<file path="config.mk">
export PLATFORM = sky130hd
export DESIGN_NAME = scan_sequencer
export DESIGN_NICKNAME = d
export VERILOG_FILES = /design/src/rtl/scan_sequencer_pkg.sv /design/src/rtl/scan_next_line.sv /design/src/rtl/scan_sequencer.sv
export SDC_FILE = /design/constraint.sdc
export NUM_CORES = 1
export LEC_CHECK = 0
export CORE_AREA = 4 4 77 79
export CTS_BUF_LIST = sky130_fd_sc_hd__clkbuf_8 sky130_fd_sc_hd__clkbuf_16
export CTS_CLUSTER_SIZE = 14
export DETAILED_ROUTE_END_ITERATION = 7
export DIE_AREA = 0 0 81 83
export PLACE_DENSITY = 0.84
export REMOVE_ABC_BUFFERS = 1
export SYNTH_ARGS = -nofsm -noshare
export SYNTH_HDL_FRONTEND = slang
export SYNTH_SLANG_ARGS = --single-unit
</file>
<file path="constraint.sdc">
create_clock -name clk -period 5.4 [get_ports clk]
set_input_delay 0.54 -clock clk [delete_from_list [all_inputs] [get_ports clk]]
set_output_delay 0.54 -clock clk [all_outputs]
set_load 0.01 [all_outputs]
</file>
<file path="src/rtl/scan_sequencer_pkg.sv">
// Shared types and sizes for the scan sequencer and its line-search helper.
package scan_sequencer_pkg;

  localparam int NUM_LINES = 16;
  localparam int SEL_W     = 4;

  typedef enum logic [1:0] {
    IDLE  = 2'd0,
    SCAN  = 2'd1,
    BLANK = 2'd2
  } state_t;

endpackage

</file>
<file path="src/rtl/scan_next_line.sv">
// Combinational search over the skip mask: lowest unmasked line overall and
// lowest unmasked line strictly above the current line.
module scan_next_line
  import scan_sequencer_pkg::*;
(
  input  logic [NUM_LINES-1:0] skip_mask,
  input  logic [SEL_W-1:0]     cur,
  output logic                 above_found,
  output logic [SEL_W-1:0]     above_line,
  output logic                 low_found,
  output logic [SEL_W-1:0]     low_line
);

  // Walk downward so the last hit written is the lowest qualifying line.
  always_comb begin
    above_found = 1'b0;
    above_line  = '0;
    low_found   = 1'b0;
    low_line    = '0;
    for (int i = NUM_LINES - 1; i >= 0; i--) begin
      if (!skip_mask[i]) begin
        low_found = 1'b1;
        low_line  = SEL_W'(i);
        if (i > int'(cur)) begin
          above_found = 1'b1;
          above_line  = SEL_W'(i);
        end
      end
    end
  end

endmodule

</file>
<file path="src/rtl/scan_sequencer.sv">
// Line-scan sequencer driving a 4-to-16 decoder: dwell per line, one blank
// cycle between lines, single-sweep or continuous, with abort.
module scan_sequencer
  import scan_sequencer_pkg::*;
#(
  parameter int DWELL_W = 8
) (
  input  logic               clk,
  input  logic               rst_n,
  input  logic               start,
  input  logic               stop,
  input  logic               mode,
  input  logic [DWELL_W-1:0] dwell,
  input  logic [15:0]        skip_mask,
  output logic [SEL_W-1:0]   sel,
  output logic               en,
  output logic               busy,
  output logic               done,
  output logic               wrap
);

  state_t               state_q, state_d;
  logic [DWELL_W-1:0]   cnt_q, cnt_d;
  logic                 mode_q;
  logic [DWELL_W-1:0]   dwell_q;
  logic [NUM_LINES-1:0] mask_q;
  logic [NUM_LINES-1:0] mask_src;
  logic                 latch;
  logic [SEL_W-1:0]     sel_d;
  logic                 en_d, busy_d, done_d, wrap_d;
  logic                 above_found, low_found;
  logic [SEL_W-1:0]     above_line, low_line;

  // The start decision must see the live mask, since it is latched on that same edge.
  assign mask_src = (state_q == IDLE) ? skip_mask : mask_q;

  scan_next_line u_next (
    .skip_mask   (mask_src),
    .cur         (sel),
    .above_found (above_found),
    .above_line  (above_line),
    .low_found   (low_found),
    .low_line    (low_line)
  );

  always_comb begin
    state_d = state_q;
    cnt_d   = cnt_q;
    sel_d   = sel;
    en_d    = 1'b0;
    done_d  = 1'b0;
    wrap_d  = 1'b0;
    latch   = 1'b0;
    if (stop) begin
      state_d = IDLE;
    end else begin
      case (state_q)
        IDLE: begin
          if (start) begin
            latch = 1'b1;
            if (low_found) begin
              state_d = SCAN;
              sel_d   = low_line;
              en_d    = 1'b1;
              cnt_d   = dwell;
            end else begin
              done_d = 1'b1;
            end
          end
        end
        SCAN: begin
          if (cnt_q == '0) begin
            state_d = BLANK;
          end else begin
            en_d  = 1'b1;
            cnt_d = cnt_q - DWELL_W'(1);
          end
        end
        BLANK: begin
          if (above_found) begin
            state_d = SCAN;
            sel_d   = above_line;
            en_d    = 1'b1;
            cnt_d   = dwell_q;
          end else if (mode_q) begin
            state_d = SCAN;
            sel_d   = low_line;
            en_d    = 1'b1;
            cnt_d   = dwell_q;
            wrap_d  = 1'b1;
          end else begin
            state_d = IDLE;
            done_d  = 1'b1;
          end
        end
        default: state_d = IDLE;
      endcase
    end
    busy_d = (state_d != IDLE);
  end

  always_ff @(posedge clk or negedge rst_n) begin
    if (!rst_n) begin
      state_q <= IDLE;
      cnt_q   <= '0;
      sel     <= '0;
      en      <= 1'b0;
      busy    <= 1'b0;
      done    <= 1'b0;
      wrap    <= 1'b0;
      mode_q  <= 1'b0;
      dwell_q <= '0;
      mask_q  <= '0;
    end else begin
      state_q <= state_d;
      cnt_q   <= cnt_d;
      sel     <= sel_d;
      en      <= en_d;
      busy    <= busy_d;
      done    <= done_d;
      wrap    <= wrap_d;
      if (latch) begin
        mode_q  <= mode;
        dwell_q <= dwell;
        mask_q  <= skip_mask;
      end
    end
  end

endmodule
</file>
---- Word-level counts from Yosys, hierarchy flattened ----
Cells that the tools add are included.
word-level totals
  bits in registers ....................... 43
  bits of input ports ..................... 29
  output and inout port bits .............. 8
  logic and storage cells ................. 170
operators by class
  $add $sub $neg .......................... 1
  order comparisons ....................... 15
  equality and inequality tests ........... 6
  multiplexer cells ....................... 130
  bitwise logic cells ..................... 1
  reductions and logical operators ........ 7
operators by type and width
  operator               count
  $mux W4                50
  $mux W1                65
  $mux W8                5
  $gt A4 B4 Y1 const A   8
  $pmux W8 S3            1
  $gt A3 B4 Y1 const A   4
  $mux W16               1
  $gt A2 B4 Y1 const A   2
  $logic_not A8 Y1       1
  $mux W2                4
  $pmux W4 S2            1
  $sub A8 B1 Y8 const B  1
  $ne A2 B2 Y1 const B   3
  $pmux W2 S3            1
  $reduce_and A6 Y1      1
  $reduce_and A5 Y1      1
  $gt A1 B4 Y1 const A   1
  $reduce_bool A2 Y1     2
  $ne A3 B3 Y1 const B   1
  $pmux W1 S3            1
  $reduce_bool A3 Y1     1
  $eq A2 B1 Y1 const B   1
  $eq A2 B2 Y1 const B   1
  $logic_not A2 Y1       1
  2 further kinds        2

---- Logic depth before layout (Yosys ltp) ----
Gate-level depths: netlist of run 1.
  word-level depth ........................ 35
  depth in mapped cells ................... 12
  depth with buffers taken out ............ 8

---- By module ----
A second synthesis of run 1 with hierarchy kept.
unflattened totals
  cell total of the unflattened synthesis .. 309
  area total of the unflattened synthesis .. 2882.8 sq um
modules (own cells, without submodules)
  module          times used  cells an instance  area each (sq um)  sequential area each (sq um)
  scan_sequencer  1           196                2272.2             1076.0
  scan_next_line  1           113                610.6              0.0

---- Worst setup path after synthesis of run 1 ----
OpenSTA, ideal clock, no wires.
  path kind ............................... register to register
  start point ............................. register state_q[0]
  end point ............................... register cnt_q[2]
  library setup time ...................... 125 ps
  data arrival time ....................... 2602 ps
  required time ........................... 5275 ps
  path slack .............................. 2673 ps
  stages on the path, launching flop included .. 12
  path buffers ............................ 3
  clock period less this slack ............ 2727 ps
  cell sequence ........................... dfrtp_1 > inv_1 > ha_1 > buf_6 > buf_6 > and3_1 > o2bb2a_4 > a41oi_2 > nor2_1 > or4b_1 > buf_6 > mux2_4
on the way
  cells in the longest elaborated chain, start to end .. 33
  elaborated cells on any way between the ends .. 57
  classes of those cells .................. eq/ne: 6; mux: 48; reduce/logical: 3
ends and longest elaborated chain
  what                                                               RTL line                                    RTL
  start: declaration                                                 scan_sequencer.sv:22                        state_t state_q, state_d;
  start signal: assignment                                           scan_sequencer.sv:115                       state_q <= state_d;
  $logic_not A2 Y1                                                   scan_sequencer.sv:35, scan_sequencer.sv:57
  $mux W16                                                           scan_sequencer.sv:35                        assign mask_src = (state_q == IDLE) ? skip_mask : mask_q;
  $mux W1                                                            scan_next_line.sv:21                        if (!skip_mask[i]) begin
  $mux W1                                                            scan_next_line.sv:24                        if (i > int'(cur)) begin
  $mux W1                                                            scan_next_line.sv:21
  $mux W1                                                            scan_next_line.sv:24
  $mux W1                                                            scan_next_line.sv:21
  $mux W1                                                            scan_next_line.sv:24
  [17 not listed]                                                    n/a
  $mux W1                                                            scan_next_line.sv:24
  $mux W1                                                            scan_next_line.sv:21
  $mux W1                                                            scan_next_line.sv:24
  $mux W1                                                            scan_next_line.sv:21
  $mux W1                                                            scan_next_line.sv:24
  $mux W1                                                            scan_next_line.sv:21
  $ne A3 B3 Y1 (no line) / $mux W8 (equally long branches)           n/a
  $reduce_and A6 Y1 (no line) / $pmux W8 S3 (equally long branches)  n/a
  end signal: assignment                                             scan_sequencer.sv:116                       cnt_q <= cnt_d;
  end: declaration                                                   scan_sequencer.sv:23                        logic [DWELL_W-1:0] cnt_q, cnt_d;
Parallel ways exist; a longest one is shown, timed or not.
A chain may end at the register's enable or synchronous reset.

---- Worst setup path in the final report of run 1 ----
  start point ............................. register state_q[0]
  end point ............................... register cnt_q[3]
Same word-level chain as after synthesis.

==> results of run 1 <==
==> final cells by class <==
| cell class | instances | area share |
|---|---|---|
| tap | 72 | 0.0256 |
| sequential | 43 | 0.306 |
| timing repair buffer | 37 | 0.103 |
| clock inverter | 1 | 0.00107 |
| inverter | 12 | 0.0128 |
| clock buffer | 7 | 0.0274 |
| multi-input combinational | 242 | 0.525 |
==> sequential cells by signal, summed over array words and instances, names as in the netlist, 2 cells and up <==
signal,flops
sel,4
state_q,2
dwell_q,8
cnt_q,8
mask_q,16
==> worst reg2reg max path: cells and delay by family (launching register included) <==
family          cells  cell delay (ns)
fa+ha+maj           1             0.15
mux                 2             0.60
compound gates      1             0.42
simple gates        3             1.23
flops               1             0.45
buf+inv             2             0.52
==> metrics by stage <==
step,power (W),hold slack [ns],setup slack [ns],instance area (um2),cells
6_report,0.00102,0.384,1.91,3520,414
5_1_grt,0.00108,0.476,1.70,3520,414
4_1_cts,0.00102,0.427,1.94,3520,414
3_5_place_dp,0.000793,0.481,1.94,3420,406
3_3_place_gp,0.000780,0.475,2.14,3420,406
2_1_floorplan,0.000681,0.244,1.81,2970,297
==> layer usage <==
layer | up-vias | share of wire | global-route usage
li1 | 1240 | - | -
met1 | 1266 | 0.43 | 0.293
met2 | 73 | 0.49 | 0.374
met3 | 15 | 0.049 | 0.0434
met4 | 0 | 0.025 | 0.0876
met5 | - | 0 | 0
==> cells by family (layout without fill, tap and decap cells) <==
kind of cell	Yosys count	after routing	share of synthesized area
buf+inv	31	57	0.0565
compound gates	86	86	0.210
simple gates	97	97	0.171
mux	48	48	0.178
flops	43	43	0.347
xor+xnor	6	6	0.0170
fa+ha+maj	5	5	0.0202
==> placed cells by master, fill, tap and decap left out, drive strengths merged, types with 3 or more instances in the layout <==
cell type,count
o2bb2ai,3
clkdlybuf4s50,35
clkbuf,7
inv,13
o21a,3
and2,4
nand3,15
ha,5
nor4,3
nand2b,4
mux2,36
nand3b,9
mux2i,12
a21oi,14
nor2,18
a221oi,3
a22oi,10
nor3,3
dfrtp,43
xor2,5
nand4,3
a32oi,5
nand2,19
nor2b,4
a21o,3
and3,4
o21ai,15
o211ai,4
==> power groups by stage <==
stage                     clock (W)  combinational [W]  sequential, W
final                      0.000225           0.000327       0.000464
after floorplan                   0           0.000234       0.000448
after global routing       0.000247           0.000361       0.000476
after CTS                  0.000231           0.000326       0.000462
after detailed placement          0           0.000324       0.000468
after global placement            0           0.000315       0.000465
==> worst max-delay path by stage <==
stage | depth (start not counted) | slack [ns] | endpoint | from
2_1_floorplan | 8 | 1.81 | cnt_q[2] | state_q[0]
6_report | 9 | 1.91 | cnt_q[3] | state_q[0]
5_1_grt | 9 | 1.70 | cnt_q[3] | state_q[0]
3_3_place_gp | 9 | 2.14 | cnt_q[2] | state_q[0]
3_5_place_dp | 9 | 1.94 | cnt_q[3] | state_q[0]
4_1_cts | 9 | 1.94 | cnt_q[3] | state_q[0]
==> flow_summary.ini, run 1 <==
[synth]
ys_warn_count = 0
ys_ff_latch = 43
synth_top_area_frac = 0.347
async_reset_ff_frac = 1.00
ys_seq_area_frac = 0.347
yosys-top-cells-count = 43 x dfrtp_1, 30 x mux2_1, 19 x nand2_1
synth_ff_type = dfrtp_1
synth_area_um2 = 3100
netlist_instances = 316
synth_largest_area_cell = dfrtp_1
yosysMostFrequentCell = dfrtp_1
synth_cell_types = 65
yosys-top-cells-area = dfrtp_1 35%, mux2_1 11%, mux2i_1 3.6%
synth-edff-count = 0
syn_avg_cell_area_um2 = 9.81

[setup_path]
crit_slowest_cell = or4b_1
cp.required_ns = 5.58
max_stage_delay_ns = 0.49
endpoint_kind = flip-flop
cp-start-kind = flip-flop
critPathMaxFanout = 45
r2r-start = state_q[0]
ff2ff_setup_slack_ns = 1.91
crit_arrival_ns = 3.67
critical_path_buf_inv_count = 2
critPathKind = reg -> reg
reg2reg_to = cnt_q[3]
timing.reg2reg.worst_path_depth = 9
critPathTopFamily = simple AND/OR/NAND/NOR gates
worstPathCellList = inv_1 -> ha_1 -> buf_4 -> mux2i_1 -> a32oi_1 -> nand4_2 -> nor4_2 -> or4b_1 -> mux2_4

[sta]
finalHoldViolations = 0
fin_crit_sh = 0.646
slew_viol_final = 0
tightest_slew_ns = 1.16
fin_crit_ns = 3.49
maxSlewHeadroom = 0.226
rsz0062_at_grt = false
fin_skew_ns = 0.00942
setup_violations = 0
max_freq_mhz = 287
finalSetupTns_ns = 0

[cts]
clockBufferDepth = 2
cts_resized = 0
holdBufCountCts = 0
cts_max_level = 2
cts_inserted_buffers = 5
cts_root_buffer = clkbuf_8
post_cts_buffers = 0
clk_pin_slew_ns = 0.08
cts_tree = yes
clock_latency_ns = 0.30
cts_sinks = 43

[cells_and_area]
post-route-util = 0.660
regArea_um2 = 1080
diodes = 0
area_delta_synth_final_pct = 13.6
final_layout_size_suffix_gt1_frac = 0.0731
fillerInstances = 439
fin_nets = 375
multi_input_area_um2 = 1850

[drt]
post_drt_wl_per_cell_um = 17.0
drtIter0Drc = 160
firstDrtPassIters = 4
via_count = 2594
via_per_inst = 6.27
wirelength_um = 7020
ant_nets = 0
drc = 0

[power_and_ir_drop]
max-vdd-ir-drop_mv = 0.217
cell_internal_pwr_w = 0.000671
power_frac_seq = 0.457
leakage_nw = 1.50
power_frac_comb = 0.322
power.density_nw_per_um2 = 288
clockPowerShare = 0.222
switchingPower_w = 0.000344
p_sw_frac = 0.339

[floorplan]
rows = 27
dieArea_um2 = 6720
core_um2 = 5340
die_h_um = 83
die_width_um = 81
num_io_pins = 37
initial_core_util = 0.581

[global_routing]
grt_use_total = 0.228
antenna_found_initial = 0
grt_pass1_vias = 2573
grt_first_pass_wirelength_um = 12300
grt_max_degree = 46
grt_overflow = 0

[flow_run]
max_cap_violations = 0

[status]
status = finished clean

[place]
place.gp.congestion = 0.926
portBuffers = 36
hpwl_um = 5160

[worst_hold_path]
hold_class = in -> async
No activity file was read; power rests on OpenSTA's default activity.
==> run 2: changes to the inputs <==
--- a/config.mk
+++ b/config.mk
@@ -5,12 +5,12 @@
 export SDC_FILE = /design/constraint.sdc
 export NUM_CORES = 1
 export LEC_CHECK = 0
-export CORE_AREA = 4 4 77 79
+export CORE_AREA = 4 4 83 85
 export CTS_BUF_LIST = sky130_fd_sc_hd__clkbuf_8 sky130_fd_sc_hd__clkbuf_16
 export CTS_CLUSTER_SIZE = 14
 export DETAILED_ROUTE_END_ITERATION = 7
-export DIE_AREA = 0 0 81 83
-export PLACE_DENSITY = 0.84
+export DIE_AREA = 0 0 87 89
+export PLACE_DENSITY = 0.76
 export REMOVE_ABC_BUFFERS = 1
 export SYNTH_ARGS = -nofsm -noshare
 export SYNTH_HDL_FRONTEND = slang
==> constraint.sdc (replaced) <==
create_clock -name clk -period 3.2 [get_ports clk]
set_input_delay 0.32 -clock clk [delete_from_list [all_inputs] [get_ports clk]]
set_output_delay 0.32 -clock clk [all_outputs]
set_load 0.01 [all_outputs]
==> run 2 against run 1 <==
Compared with the run above: via count fell by 0.19%; register-to-register slack got worse by 1.7 ns; clock power up 63%; clock skew increased by 0.0022 ns; maximum frequency up 16%; largest power group unchanged.
==> flow_summary.ini, run 2 (synthesis gave the netlist of run 1 again) <==
[global_routing]
grt_first_pass_wirelength_um = 12400
grt_max_degree = 46
grt_pass1_vias = 2550
antenna_found_initial = 0
grt_use_total = 0.201
grt_overflow = 0

[drt]
post_drt_wl_per_cell_um = 16.9
drc = 0
drtIter0Drc = 179
via_per_inst = 6.08
firstDrtPassIters = 4
wirelength_um = 7190
via_count = 2589
ant_nets = 0

[cts]
clock_latency_ns = 0.31
clk_pin_slew_ns = 0.09
cts_max_level = 2
clockBufferDepth = 2
cts_inserted_buffers = 5
cts_tree = yes
cts_sinks = 43
cts_root_buffer = clkbuf_8
holdBufCountCts = 0

[floorplan]
die_width_um = 87
core_um2 = 6200
die_h_um = 89
initial_core_util = 0.499
dieArea_um2 = 7740
rows = 29
num_io_pins = 37

[sta]
whs_ns = 0.157
setup_violations = 0
fin_skew_ns = 0.0116
rsz0062_at_grt = false
finalHoldViolations = 0
fin_crit_ns = 3.01
max_freq_mhz = 332
tightest_slew_ns = 0.964
maxSlewHeadroom = 0.357
fin_crit_sh = 0.940
slew_viol_final = 0
fin_ws_ns = 0.191

[setup_path]
r2r-start = state_q[1]
crit_arrival_ns = 3.21
cp-start-kind = flip-flop
critPathKind = reg -> reg
reg2reg_to = sel[2]
timing.reg2reg.worst_path_depth = 10
cp.required_ns = 3.40
endpoint_kind = flip-flop
critPathMaxFanout = 45
ff2ff_setup_slack_ns = 0.19

[cells_and_area]
final_layout_size_suffix_gt1_frac = 0.103
regMostFlops = mask_q
final_cell_mix = 43 x dfrtp_1, 35 x clkdlybuf4s50_1, 30 x mux2_1, 19 x nand2_1, 18 x nor2_1
fin_nets = 382
diodes = 0
area_delta_synth_final_pct = 16.5
largest_reg_flops = 16
final_common_cell = dfrtp_1
top_regs = mask_q: 16 flops, cnt_q: 8 flops, dwell_q: 8 flops

[power_and_ir_drop]
max-vdd-ir-drop_mv = 0.286
leakage_nw = 1.53
power.density_nw_per_um2 = 478
finalPower_w = 0.00173

[place]
hpwl_um = 5380
portBuffers = 36
place.gp.congestion = 0.978
place_ws_ns = 0.0570

[status]
status = finished clean

[worst_hold_path]
hold_class = in -> async

[flow_run]
max_cap_violations = 0
run 2: final cells by class:
type	count	area (um2)
Clock buffer	5	68.8
Clock inverter	3	23.8
Fill cell	548	2590
Inverter	12	45.0
Multi-Input combinational cell	242	1870
Sequential cell	43	1080
Tap cell	77	96.3
Timing Repair Buffer	44	428
run 2: worst max-delay path: stages, from the launching register on:
cell and delay [ns]:
dfrtp_1 0.41, inv_1 0.13, ha_1 0.21, buf_12 0.23, mux2_1 0.36, a21o_1 0.18
or3b_4 0.28, nor4_2 0.06, buf_4 0.14, or4_1 0.51, mux2_1 0.35
run 2: routing by layer:
| metal | up-vias | wire (um) | part of all wire | global-route usage |
|---|---|---|---|---|
| met5 | - | 0 | 0 | 0 |
| met4 | 0 | 136 | 0.019 | 0.0595 |
| met3 | 11 | 344 | 0.048 | 0.0369 |
| met2 | 66 | 3570 | 0.50 | 0.342 |
| met1 | 1259 | 3150 | 0.44 | 0.260 |
| li1 | 1253 | - | - | - |
run 2: worst max path at each step:
stage	startpoint	endpoint	slack, ns	depth (start not counted)
2_1_floorplan	state_q[0]	cnt_q[2]	-0.39	8
3_3_place_gp	state_q[1]	cnt_q[2]	0.16	9
3_5_place_dp	state_q[1]	cnt_q[2]	0.06	9
4_1_cts	state_q[1]	cnt_q[6]	0.05	9
5_1_grt	state_q[1]	sel[1]	0.04	10
6_report	state_q[1]	sel[2]	0.19	10
run 2: report_power, final:
part	total, W	internal, W	switching, W
clock	0.000367	0.000156	0.000210
sequential	0.000779	0.000654	0.000126
combinational	0.000582	0.000306	0.000276
total	0.00173	0.00112	0.000612
run 2: per-stage QoR:
step	instances	utilization	TNS [ns]	area, um2
CTS	426	0.578	0	3590
detailed placement	418	0.563	0	3490
global route	426	0.582	0	3610
finish	426	0.582	0	3610
floorplan	297	-	-3.58	2970
global placement	418	0.563	0	3490
run 2: repair_timing:
item | in CTS | in global routing
setup endpoints to repair | 0 | 11
buffers inserted | 0 | 0
gates resized for setup | 0 | 4
==> run 3: changes to the inputs <==
--- a/config.mk
+++ b/config.mk
@@ -5,8 +5,9 @@
 export SDC_FILE = /design/constraint.sdc
 export NUM_CORES = 1
 export LEC_CHECK = 0
+export ABC_CLOCK_PERIOD_IN_PS = 3200
 export CORE_AREA = 4 4 83 85
-export CTS_BUF_LIST = sky130_fd_sc_hd__clkbuf_8 sky130_fd_sc_hd__clkbuf_16
+export CTS_BUF_LIST = sky130_fd_sc_hd__clkbuf_16
 export CTS_CLUSTER_SIZE = 14
 export DETAILED_ROUTE_END_ITERATION = 7
 export DIE_AREA = 0 0 87 89
==> run 3 against run 2 <==
Compared with the run above: hold slack improved by 0.027 ns; die area did not move; core utilization rose by 0.91 points; non-clock buffer count did not move; wire length rose by 1.5%; sequential share of layout area fell by 0.46 points; cell count did not move; largest power group unchanged; register-to-register slack barely moved; highest routed layer unchanged; critical path type unchanged; first-iteration DRC count rose by 12%.
==> flow_summary.ini, run 3 (synthesis gave the netlist of run 1 again) <==
[status]
status = finished clean

[cts]
post_cts_buffers = 0
holdBufCountCts = 0
cts_sinks = 43
cts_inserted_buffers = 5
clockBufferDepth = 2
cts_resized = 0
cts_root_buffer = clkbuf_16
cts_tree = yes
clock_latency_ns = 0.29
clk_pin_slew_ns = 0.07
cts_max_level = 2

[floorplan]
initial_core_util = 0.499
core_um2 = 6200
die_width_um = 87
dieArea_um2 = 7740
die_h_um = 89
num_io_pins = 37
rows = 29

[global_routing]
met1_usage = 0.260
grt_overflow = 0
antenna_found_initial = 0
met3_usage = 0.0378
grt_pass1_vias = 2598
grt_use_total = 0.204
grt_max_degree = 46
grt_first_pass_wirelength_um = 12500
grt-busiest-layer = met2
met2_usage = 0.345

[setup_path]
reg2reg_to = sel[1]
timing.reg2reg.worst_path_depth = 10
cp.required_ns = 3.37
startpoint = state_q[1]
cp-start-kind = flip-flop
ff2ff_setup_slack_ns = 0.19
cp-endpoint = sel[1]
critPathKind = reg -> reg
r2r-start = state_q[1]
critPathMaxFanout = 45
crit_arrival_ns = 3.18
endpoint_kind = flip-flop

[cells_and_area]
diodes = 0
fin_nets = 382
area_delta_synth_final_pct = 18.3
largest_reg_flops = 16
final_common_cell = dfrtp_1
regMostFlops = mask_q
post-route-util = 0.591
final_layout_size_suffix_gt1_frac = 0.103
final_cell_mix = 43 x dfrtp_1, 35 x clkdlybuf4s50_1, 30 x mux2_1, 19 x nand2_1, 18 x nor2_1
top_regs = mask_q: 16 flops, cnt_q: 8 flops, dwell_q: 8 flops

[sta]
fin_ws_ns = 0.194
rsz0062_at_grt = false
tightest_slew_ns = 0.962
slew_viol_final = 0
whs_ns = 0.184
finalHoldViolations = 0
max_freq_mhz = 333
fin_crit_ns = 3.01
fin_skew_ns = 0.00449
maxSlewHeadroom = 0.359
fin_crit_sh = 0.939
setup_violations = 0

[power_and_ir_drop]
finalPower_w = 0.00188
leakage_nw = 1.55
max-vdd-ir-drop_mv = 0.291
power.density_nw_per_um2 = 513

[drt]
wirelength_um = 7300
ant_nets = 0
via_per_inst = 6.14
drtIter0Drc = 201
via_count = 2616
drc = 0
post_drt_wl_per_cell_um = 17.1
firstDrtPassIters = 4

[place]
place.gp.congestion = 0.978
place_ws_ns = 0.0570
portBuffers = 36
hpwl_um = 5380

[flow_run]
max_cap_violations = 0

[worst_hold_path]
hold_class = in -> async
==> run 3: final cells by class <==
class,count,area (um2)
fill,540,2540
multi-input combinational,242,1870
timing repair buffer,44,428
inverter,12,45.0
tap,77,96.3
clock inverter,3,23.8
clock buffer,5,125
sequential,43,1080
==> run 3: layer usage <==
metal | vias up | wire length [um]
li1 | 1257 | -
met1 | 1273 | 3100
met2 | 72 | 3670
met3 | 14 | 362
met4 | 0 | 170
met5 | - | 0
==> run 3: power by group <==
group          total [W]  internal [W]  switching (W)
logic           0.000581      0.000306       0.000275
clock network   0.000520      0.000292       0.000228
registers       0.000781      0.000655       0.000126
total            0.00188       0.00125       0.000629
==> run 3: per-stage QoR <==
| stage | area [um2] | instances | setup TNS (ns) |
|---|---|---|---|
| global placement | 3490 | 418 | 0 |
| floorplan | 2970 | 297 | -3.58 |
| CTS | 3640 | 426 | 0 |
| global route | 3670 | 426 | 0 |
| detailed placement | 3490 | 418 | 0 |
| finish | 3670 | 426 | 0 |
==> run 3: critical path, stage by stage, from the launching register on <==
cell and delay [ns]:
dfrtp_1 0.40, inv_1 0.13, ha_1 0.21, buf_12 0.23
mux2_1 0.36, a21o_1 0.18, or3b_4 0.28, nor4_2 0.06
buf_4 0.14, or4_1 0.51, mux2_1 0.35
==> run 3: worst min-delay path by stage <==
stage	from	end	slack, ns
2_1_floorplan	rst_n	busy	0.02
3_3_place_gp	dwell_q[0]	dwell_q[0]	0.48
3_5_place_dp	dwell_q[3]	dwell_q[3]	0.49
4_1_cts	rst_n	mask_q[7]	0.22
5_1_grt	rst_n	mask_q[9]	0.26
6_report	rst_n	mask_q[6]	0.18
